===== config.mk =====
export PLATFORM = sky130hd
export DESIGN_NAME = sti_deser_flat
export DESIGN_NICKNAME = d
export VERILOG_FILES = /design/src/rtl/sti_deser_if.sv /design/src/rtl/sti_deser.sv /design/src/flat_wrapper.sv
export SDC_FILE = /design/constraint.sdc
export NUM_CORES = 1
export LEC_CHECK = 0
export CAP_MARGIN = 10
export CORE_UTILIZATION = 49
export CTS_CLUSTER_DIAMETER = 30
export DETAILED_ROUTE_END_ITERATION = 10
export HOLD_SLACK_MARGIN = 0.06
export PLACE_DENSITY = 0.73
export SLEW_MARGIN = 20
export SYNTH_ARGS = -nofsm -noshare
export SYNTH_HDL_FRONTEND = slang
export SYNTH_SLANG_ARGS = --single-unit

===== constraint.sdc =====
create_clock -name clk -period 3.65 [get_ports clk]
set_clock_uncertainty 0.2 [all_clocks]
set_input_delay 0.9125 -clock clk [delete_from_list [all_inputs] [get_ports clk]]
set_output_delay 0.9125 -clock clk [all_outputs]
set_load 0.02 [all_outputs]

===== src/rtl/sti_deser_if.sv =====
// Bundle of the serial-in, configuration, buffered-output and status signals of sti_deser.
// The master side drives the serial stream and consumer ready; the slave side is the deserializer.
interface sti_deser_if;
    logic        si_data;
    logic        si_valid;
    logic        si_end;
    logic [1:0]  cfg_length;
    logic        cfg_msb;
    logic [31:0] po_data;
    logic [5:0]  po_len;
    logic        po_err;
    logic        po_valid;
    logic        po_ready;
    logic        ovf;
    logic        rx_done;
    logic [7:0]  err_cnt;

    modport master (
        output si_data, si_valid, si_end, cfg_length, cfg_msb, po_ready,
        input  po_data, po_len, po_err, po_valid, ovf, rx_done, err_cnt
    );

    modport slave (
        input  si_data, si_valid, si_end, cfg_length, cfg_msb, po_ready,
        output po_data, po_len, po_err, po_valid, ovf, rx_done, err_cnt
    );
endinterface


===== src/rtl/sti_deser.sv =====
// Serial-to-parallel frame deserializer with a 2-entry output FIFO and sticky status flags.
// Optional saturating error counter enabled by defining STI_DESER_ERRCNT_EN.
module sti_deser (
    input  logic         clk,
    input  logic         reset,
    sti_deser_if.slave   bus
);

    typedef enum logic [1:0] {
        S_IDLE  = 2'd0,
        S_SHIFT = 2'd1,
        S_DONE  = 2'd2
    } state_t;

    state_t      r_state;
    state_t      w_state_next;

    logic        w_start;
    logic        w_shift;
    logic        w_close;
    logic        w_rx_done;

    logic [31:0] r_acc;
    logic [5:0]  r_count;
    logic        r_oversize;
    logic [1:0]  r_len_cfg;
    logic        r_msb;

    logic [2:0]  w_len_units;
    logic [5:0]  w_exp_len;
    logic        w_frame_err;

    logic [31:0] r_mem_data [0:1];
    logic [5:0]  r_mem_len  [0:1];
    logic        r_mem_err  [0:1];
    logic        r_wr_ptr;
    logic        r_rd_ptr;
    logic [1:0]  r_fcnt;
    logic        r_ovf;

    logic        w_empty;
    logic        w_full;
    logic        w_pop;
    logic        w_push;
    logic        w_drop;

    // ---------------- FSM ----------------
    always_ff @(posedge clk or posedge reset) begin
        if (reset) begin
            r_state <= S_IDLE;
        end else begin
            r_state <= w_state_next;
        end
    end

    always_comb begin
        w_state_next = r_state;
        unique case (r_state)
            S_IDLE:  if (bus.si_valid) w_state_next = S_SHIFT;
            S_SHIFT: if (!bus.si_valid) w_state_next = bus.si_end ? S_DONE : S_IDLE;
            S_DONE:  w_state_next = S_DONE;
            default: w_state_next = S_IDLE;
        endcase
    end

    always_comb begin
        w_start   = 1'b0;
        w_shift   = 1'b0;
        w_close   = 1'b0;
        w_rx_done = 1'b0;
        unique case (r_state)
            S_IDLE:  w_start = bus.si_valid;
            S_SHIFT: begin
                w_shift = bus.si_valid;
                w_close = !bus.si_valid;
            end
            S_DONE:  w_rx_done = 1'b1;
            default: ;
        endcase
    end

    // ---------------- Shift datapath ----------------
    always_ff @(posedge clk or posedge reset) begin
        if (reset) begin
            r_acc      <= '0;
            r_count    <= '0;
            r_oversize <= 1'b0;
            r_len_cfg  <= '0;
            r_msb      <= 1'b0;
        end else if (w_start) begin
            r_acc      <= {31'd0, bus.si_data};
            r_count    <= 6'd1;
            r_oversize <= 1'b0;
            r_len_cfg  <= bus.cfg_length;
            r_msb      <= bus.cfg_msb;
        end else if (w_shift) begin
            // Past 32 bits the word is frozen; only the oversize flag records the excess.
            if (r_count == 6'd32) begin
                r_oversize <= 1'b1;
            end else begin
                if (r_msb) begin
                    r_acc <= {r_acc[30:0], bus.si_data};
                end else begin
                    r_acc[r_count[4:0]] <= bus.si_data;
                end
                r_count <= r_count + 6'd1;
            end
        end
    end

    assign w_len_units = {1'b0, r_len_cfg} + 3'd1;
    assign w_exp_len   = {w_len_units, 3'b000};
    assign w_frame_err = r_oversize | (r_count != w_exp_len);

    // ---------------- Output FIFO ----------------
    assign w_empty = (r_fcnt == 2'd0);
    assign w_full  = (r_fcnt == 2'd2);
    assign w_pop   = !w_empty && bus.po_ready;
    // When full, a simultaneous pop frees the slot the write pointer already targets.
    assign w_push  = w_close && (!w_full || w_pop);
    assign w_drop  = w_close && w_full && !w_pop;

    always_ff @(posedge clk) begin
        if (w_push) begin
            r_mem_data[r_wr_ptr] <= r_acc;
            r_mem_len[r_wr_ptr]  <= r_count;
            r_mem_err[r_wr_ptr]  <= w_frame_err;
        end
    end

    always_ff @(posedge clk or posedge reset) begin
        if (reset) begin
            r_wr_ptr <= 1'b0;
            r_rd_ptr <= 1'b0;
            r_fcnt   <= 2'd0;
            r_ovf    <= 1'b0;
        end else begin
            if (w_push) r_wr_ptr <= ~r_wr_ptr;
            if (w_pop)  r_rd_ptr <= ~r_rd_ptr;
            if (w_push && !w_pop)      r_fcnt <= r_fcnt + 2'd1;
            else if (w_pop && !w_push) r_fcnt <= r_fcnt - 2'd1;
            if (w_drop) r_ovf <= 1'b1;
        end
    end

    assign bus.po_valid = !w_empty;
    assign bus.po_data  = w_empty ? 32'd0 : r_mem_data[r_rd_ptr];
    assign bus.po_len   = w_empty ? 6'd0  : r_mem_len[r_rd_ptr];
    assign bus.po_err   = w_empty ? 1'b0  : r_mem_err[r_rd_ptr];
    assign bus.ovf      = r_ovf;
    assign bus.rx_done  = w_rx_done;

    // ---------------- Error counter ----------------
`ifdef STI_DESER_ERRCNT_EN
    logic [7:0] r_err_cnt;

    // Counts every closed erroneous frame, including ones dropped on overflow.
    always_ff @(posedge clk or posedge reset) begin
        if (reset) begin
            r_err_cnt <= 8'd0;
        end else if (w_close && w_frame_err && (r_err_cnt != 8'hFF)) begin
            r_err_cnt <= r_err_cnt + 8'd1;
        end
    end

    assign bus.err_cnt = r_err_cnt;
`else
    assign bus.err_cnt = 8'd0;
`endif

endmodule


===== src/flat_wrapper.sv =====
// flat-port wrapper written by rule: the top's interface ports become plain ports
module sti_deser_flat 
  (clk, reset, bus_si_data, bus_si_valid, bus_si_end, bus_cfg_length, bus_cfg_msb, bus_po_ready, bus_po_data, bus_po_len, bus_po_err, bus_po_valid, bus_ovf, bus_rx_done, bus_err_cnt);
  sti_deser_if bus_i ();
  input  logic clk;
  input  logic reset;
  input wire logic [$bits(bus_i.si_data)-1:0] bus_si_data;
  input wire logic [$bits(bus_i.si_valid)-1:0] bus_si_valid;
  input wire logic [$bits(bus_i.si_end)-1:0] bus_si_end;
  input wire logic [$bits(bus_i.cfg_length)-1:0] bus_cfg_length;
  input wire logic [$bits(bus_i.cfg_msb)-1:0] bus_cfg_msb;
  input wire logic [$bits(bus_i.po_ready)-1:0] bus_po_ready;
  output wire logic [$bits(bus_i.po_data)-1:0] bus_po_data;
  output wire logic [$bits(bus_i.po_len)-1:0] bus_po_len;
  output wire logic [$bits(bus_i.po_err)-1:0] bus_po_err;
  output wire logic [$bits(bus_i.po_valid)-1:0] bus_po_valid;
  output wire logic [$bits(bus_i.ovf)-1:0] bus_ovf;
  output wire logic [$bits(bus_i.rx_done)-1:0] bus_rx_done;
  output wire logic [$bits(bus_i.err_cnt)-1:0] bus_err_cnt;
  assign bus_i.si_data = bus_si_data;
  assign bus_i.si_valid = bus_si_valid;
  assign bus_i.si_end = bus_si_end;
  assign bus_i.cfg_length = bus_cfg_length;
  assign bus_i.cfg_msb = bus_cfg_msb;
  assign bus_i.po_ready = bus_po_ready;
  assign bus_po_data = bus_i.po_data;
  assign bus_po_len = bus_i.po_len;
  assign bus_po_err = bus_i.po_err;
  assign bus_po_valid = bus_i.po_valid;
  assign bus_ovf = bus_i.ovf;
  assign bus_rx_done = bus_i.rx_done;
  assign bus_err_cnt = bus_i.err_cnt;
  sti_deser u_core (.clk(clk), .reset(reset), .bus(bus_i));
endmodule

# Word-level counts from Yosys, hierarchy flattened
# Memories as Yosys holds them, arrays and structs flattened.
# Index checks and enable logic that the tools add are counted.
[word_totals] regBits=49 mem_bits_rw=78 in_bits=9 out_inout_bits=50 elab_cells=79 memories=3
[classes] add_sub_neg=4 magnitude_cmp=2 eq_ne=8 mux=28 bitwise=3 reduce_logical=21
[memory_table] memory="u_core.r_mem_data" words=2 word_bits=32 rd=1 rd_clocked_by_memory_dff=0 write_ports=1 line="sti_deser.sv:33" source="logic [31:0] r_mem_data [0:1];"
[memory_table] memory="u_core.r_mem_len" words=2 word_bits=6 rd=1 rd_clocked_by_memory_dff=0 write_ports=1 line="sti_deser.sv:34" source="logic [5:0] r_mem_len [0:1];"
[memory_table] memory="u_core.r_mem_err" words=2 word_bits=1 rd=1 rd_clocked_by_memory_dff=0 write_ports=1 line="sti_deser.sv:35" source="logic r_mem_err [0:1];"
[op_table] op="32-bit 2-to-1 mux" count=5
[op_table] op="32-bit bitwise mux" count=1
[op_table] op="6-bit 2-to-1 mux" count=4
[op_table] op="1-bit 2-to-1 mux" count=11
[op_table] op="2-bit 2-to-1 mux" count=5
[op_table] op="1-bit logical AND" count=7
[op_table] op="6-bit by 1-bit adder with 6-bit output (second input constant)" count=1
[op_table] op="6-bit equality test (second input constant)" count=1
[op_table] op="5-bit by 6-bit less-than comparator with 1-bit output (second input constant)" count=1
[op_table] op="6-bit != test" count=1
[op_table] op="2-bit case mux with 3 select lines" count=1
[op_table] op="2-bit AND reduction" count=3
[op_table] op="2-bit nonzero test" count=3
[op_table] op="1-bit demux with 5-bit select" count=1
[op_table] op="5-bit by 1-bit >= comparator with 1-bit output (second input constant)" count=1
[op_table] op="1-bit logical NOT" count=5
[op_table] op="2-bit equality test (second input constant)" count=2
[op_table] op="2-bit logical NOT" count=2
[op_table] op="2-bit != test (second input constant)" count=2
[op_table] op="2-bit by 1-bit adder with 3-bit output (second input constant)" count=1
[op_table] op="2-bit by 1-bit adder with 2-bit output (second input constant)" count=1
[op_table] op="2-bit by 1-bit equality test with 1-bit output (second input constant)" count=1
[op_table] op="2-bit by 1-bit != test with 1-bit output (second input constant)" count=1
[op_table] op="1-bit NOT" count=2
[op_table] op="3 further kinds" count=3

# Longest topological paths before layout
[logic_depth] depth_word=9 depth_mapped=7 depth_no_buf=7

# Worst setup path after synthesis
# OpenSTA, ideal clock, no wires.
[synth_path] kind="input port to flip-flop" from="in bus_si_valid" to="mem u_core.r_mem_data[0][0], enable pin" setup_ns=0.440 arrival_ns=3.239 t_required_ns=3.010 slack_ns=-0.229 cell_stages=3 n_path_buf=0 path_cell_list="nor3b_1 > nor2b_1 > nor2b_1"
[synth_via] elab_chain_len=5
[synth_rtl] element="start, declared" line="flat_wrapper.sv:8" source="input wire logic [$bits(bus_i.si_valid)-1:0] bus_si_valid;"
[synth_rtl] element="1-bit logical NOT"
[synth_rtl] element="1-bit 2-to-1 mux" line="sti_deser.sv:71" source="unique case (r_state)"
[synth_rtl] element="1-bit logical AND" line="sti_deser.sv:120" source="assign w_push = w_close && (!w_full || w_pop);"
[synth_rtl] element="1-bit 2-to-1 mux" line="sti_deser.sv:124" source="if (w_push) begin"
[synth_rtl] element="1-bit 2-to-1 mux (not written as such)" line="sti_deser.sv:125" source="r_mem_data[r_wr_ptr] <= r_acc;"
[synth_rtl] element="end, declared" line="sti_deser.sv:33"
# No other way between the ends.

# Worst setup path in the final report
[layout_path] from="reg u_core.r_rd_ptr" to="out bus_po_len[2]"
[layout_via] elab_chain_len=2
[layout_rtl] element="start, declared" line="sti_deser.sv:37" source="logic r_rd_ptr;"
[layout_rtl] element="start signal, assigned" line="sti_deser.sv:139" source="if (w_pop) r_rd_ptr <= ~r_rd_ptr;"
[layout_rtl] element="memory read 2 x 6 bit"
[layout_rtl] element="6-bit 2-to-1 mux" line="sti_deser.sv:148" source="assign bus.po_len = w_empty ? 6'd0 : r_mem_len[r_rd_ptr];"
[layout_rtl] element="end, declared" line="flat_wrapper.sv:14" source="output wire logic [$bits(bus_i.po_len)-1:0] bus_po_len;"
# No other way between the ends.

==> flow_summary.ini <==
[status]
status = finished, final reports clean

[clocking]
clockRootBuffer = clkbuf_16
numCtsBuffers = 17
clk_path_buf_depth = 2
cts_hold_buffers = 0
htree_levels = 4
clk_latency_ns = 0.41
cts_sinks = 127
cts_resized = 0
cts_tree = yes
clkTransAtPathRegs_ns = 0.05
cts_setup_buffers = 0

[detailed_routing]
vias_per_cell = 5.763
remaining_drc_errors = 0
first_pass_iters = 4
drt_wl_total_um = 11220
antenna_left = 0
wl_per_cell_um = 16.95
via_count = 3815
drt-initial-drc-count = 293

[sta]
drv_slew = 0
final.setup.worst_slack_ns = 0.5059
rsz0062_at_grt = no
worst_pin_slew_ns = 0.8753
max_freq_mhz = 318.1
slew_headroom_pct = 41.64
min_period_over_period_pct = 86.14
finalSetupViolations = 0
finalHoldViolCount = 0
fin_crit_ns = 3.144
hold_ws_ns = 0.2962
setup_tns_ns = 0

[worst_setup_path]
worstSetupPathType = flip-flop to output pin
crit_slowest_cell = clkdlybuf4s50_1
path_cells = buf_12 > mux2i_1 > nor2_1 > clkdlybuf4s50_1
cp-start-kind = flip-flop
cp-end-kind = output pin
crit_required_ns = 2.54
max_stage_delay_ns = 0.56
worstPathArrival_ns = 2.03
cp_max_fo = 40

[synthesis]
yosysSeqAreaShare_pct = 61.56
ys_ff_latch = 127
synth-edff-count = 78
yosys.cell_types.count = 42
ys_async_sr_fraction_pct = 38.58
yosys_warnings = 0
syn_area_sq_um = 5797
syn_area_per_cell_sq_um = 12.49
syn_inst = 464
synthFlopType = edfxtp_1
synthTopCellsByArea = edfxtp_1, dfrtp_1, mux2i_1
yosys.area.top_type = edfxtp_1
synth_top_area_share_pct = 40.41

[pwr]
p_leak_nw = 2.677
combPwrFrac_pct = 34.1
finalPower_mw = 5.792
swShare_pct = 33.57
p_per_area_nw_per_um2 = 828.6
p_int_mw = 3.848
p_switching_mw = 1.945
ir_drop_v = 0.0003753
pwr-share-clk_pct = 28.1
pwr-share-seq_pct = 37.8

[run]
drv_cap = 0

[global_route]
grt_pass1_vias = 3616
antenna_found_initial = 0
track_usage_pct = 18.71
grt_overflow = 0
grt_pass1_wl_um = 17940
grt_max_degree = 41

[layout]
fin_util_pct = 60.96
multi_input_area_sq_um = 1994
fillerInstances = 889
seq_area_sq_um = 3570
fin_nets = 521
area.growth.synth_to_final_pct = 20.59
antennaDiodeCount = 0
final_common_cell = edfxtp_1
final_cell_mix = edfxtp_1, clkdlybuf4s50_1, dfrtp_1, nor2_1, mux2i_1
drive_above_1_share_pct = 10.60

[placement]
dp_hpwl_um = 6965
pre_cts_ws_ns = 0.4958
finalWeightedCongestion = 0.7715
placement.io_buffers = 50

[floorplan]
coreArea_sq_um = 11470
dieWidth_um = 110.8
num_io_pins = 59
die_area_sq_um = 12270
rows = 39
die_y_um = 110.8
start_util_pct = 50.55

[hold_path]
hp-class = flip-flop to flip-flop
[final timing paths]
path                                   start                  endpoint  slack, ns  cells past startpoint
setup / recovery             u_core.r_rd_ptr             bus_po_len[2]       0.51                      4
hold / removal              u_core.r_acc[31]  u_core.r_mem_data[1][31]       0.30                      0
setup reg to reg           u_core.r_count[0]          u_core.r_acc[23]       0.94                      8
hold reg to reg             u_core.r_acc[31]  u_core.r_mem_data[1][31]       0.30                      0
max in group asynchronous              reset           u_core.r_rd_ptr       1.87                      3
min in group asynchronous              reset          u_core.r_acc[16]       0.57                      2
[per-stage QoR]
step                      cells  cell area, sq um
after floorplan             471              5826
after global placement      630              6409
after detailed placement    630              6409
after CTS                   662              6990
after global routing        662              6990
final                       662              6990
[power by group through the flow]
stage	Clock, mW	Sequential, mW	Combinational (mW)
2_1_floorplan	0	2.07	1.34
3_3_place_gp	0	2.19	1.94
3_5_place_dp	0	2.21	1.98
4_1_cts	1.65	2.18	1.99
5_1_grt	1.71	2.22	2.11
6_report	1.63	2.19	1.98
[state kept, by name, indices dropped and copies added, names as in the netlist, 2 cells and up]
| signal | cells |
|---|---|
| u_core.r_mem_data | 64 |
| u_core.r_acc | 32 |
| u_core.r_mem_len | 12 |
| u_core.r_count | 6 |
| u_core.r_fcnt | 2 |
| u_core.r_len_cfg | 2 |
| u_core.r_mem_err | 2 |
| u_core.r_state | 2 |
[cell usage after synthesis (2+ instances only)]
library cell,n
edfxtp_1,78
dfrtp_1,49
nor2_1,47
mux2i_1,42
a21oi_1,27
o21ai_0,27
a211oi_1,23
o31ai_1,23
clkbuf_1,17
nand2_1,17
buf_2,15
a32oi_1,13
buf_4,10
inv_1,8
nor2b_1,7
ha_1,6
xor2_1,6
xnor2_1,5
a2bb2oi_1,4
mux2_2,4
a21o_1,3
and3b_1,3
nand3_1,3
nor3b_1,3
buf_1,2
clkbuf_2,2
nand4_1,2
nor3b_2,2
nor3b_4,2
nor4b_1,2
[kinds of logic after synthesis]
family / synth area share (%)
DFF: 61.56
adders and majority gates: 1.295
buffers and inverters: 4.705
xor gates and xnor gates: 1.662
muxes: 8.029
AOI/OAI and AO/OA: 14.48
other: 0.06469
and+or+nand+nor: 8.202
[worst max-delay path, delay by kind of cell (launching register included)]
kind	cells	cell delay, ns
simple gates	1	0.08
mux	1	0.33
flops	1	0.37
buf+inv	2	0.83
[per-layer routing]
metal	up-vias	global-route usage (%)	wire, um
met2	126	30.52	5442
met3	20	3.827	531
met5	-	0	0
met1	1871	23.46	5002
met4	0	10.13	242
li1	1798	-	-
[layout make-up]
class | count | share of cell area [%]
Sequential cell | 127 | 51.06
Multi-Input combinational cell | 289 | 28.53
Timing Repair Buffer | 63 | 9.093
Clock buffer | 25 | 7.088
Tap cell | 143 | 2.560
Clock inverter | 7 | 1.235
Inverter | 8 | 0.4296
No activity file was read; power rests on OpenSTA's default activity.
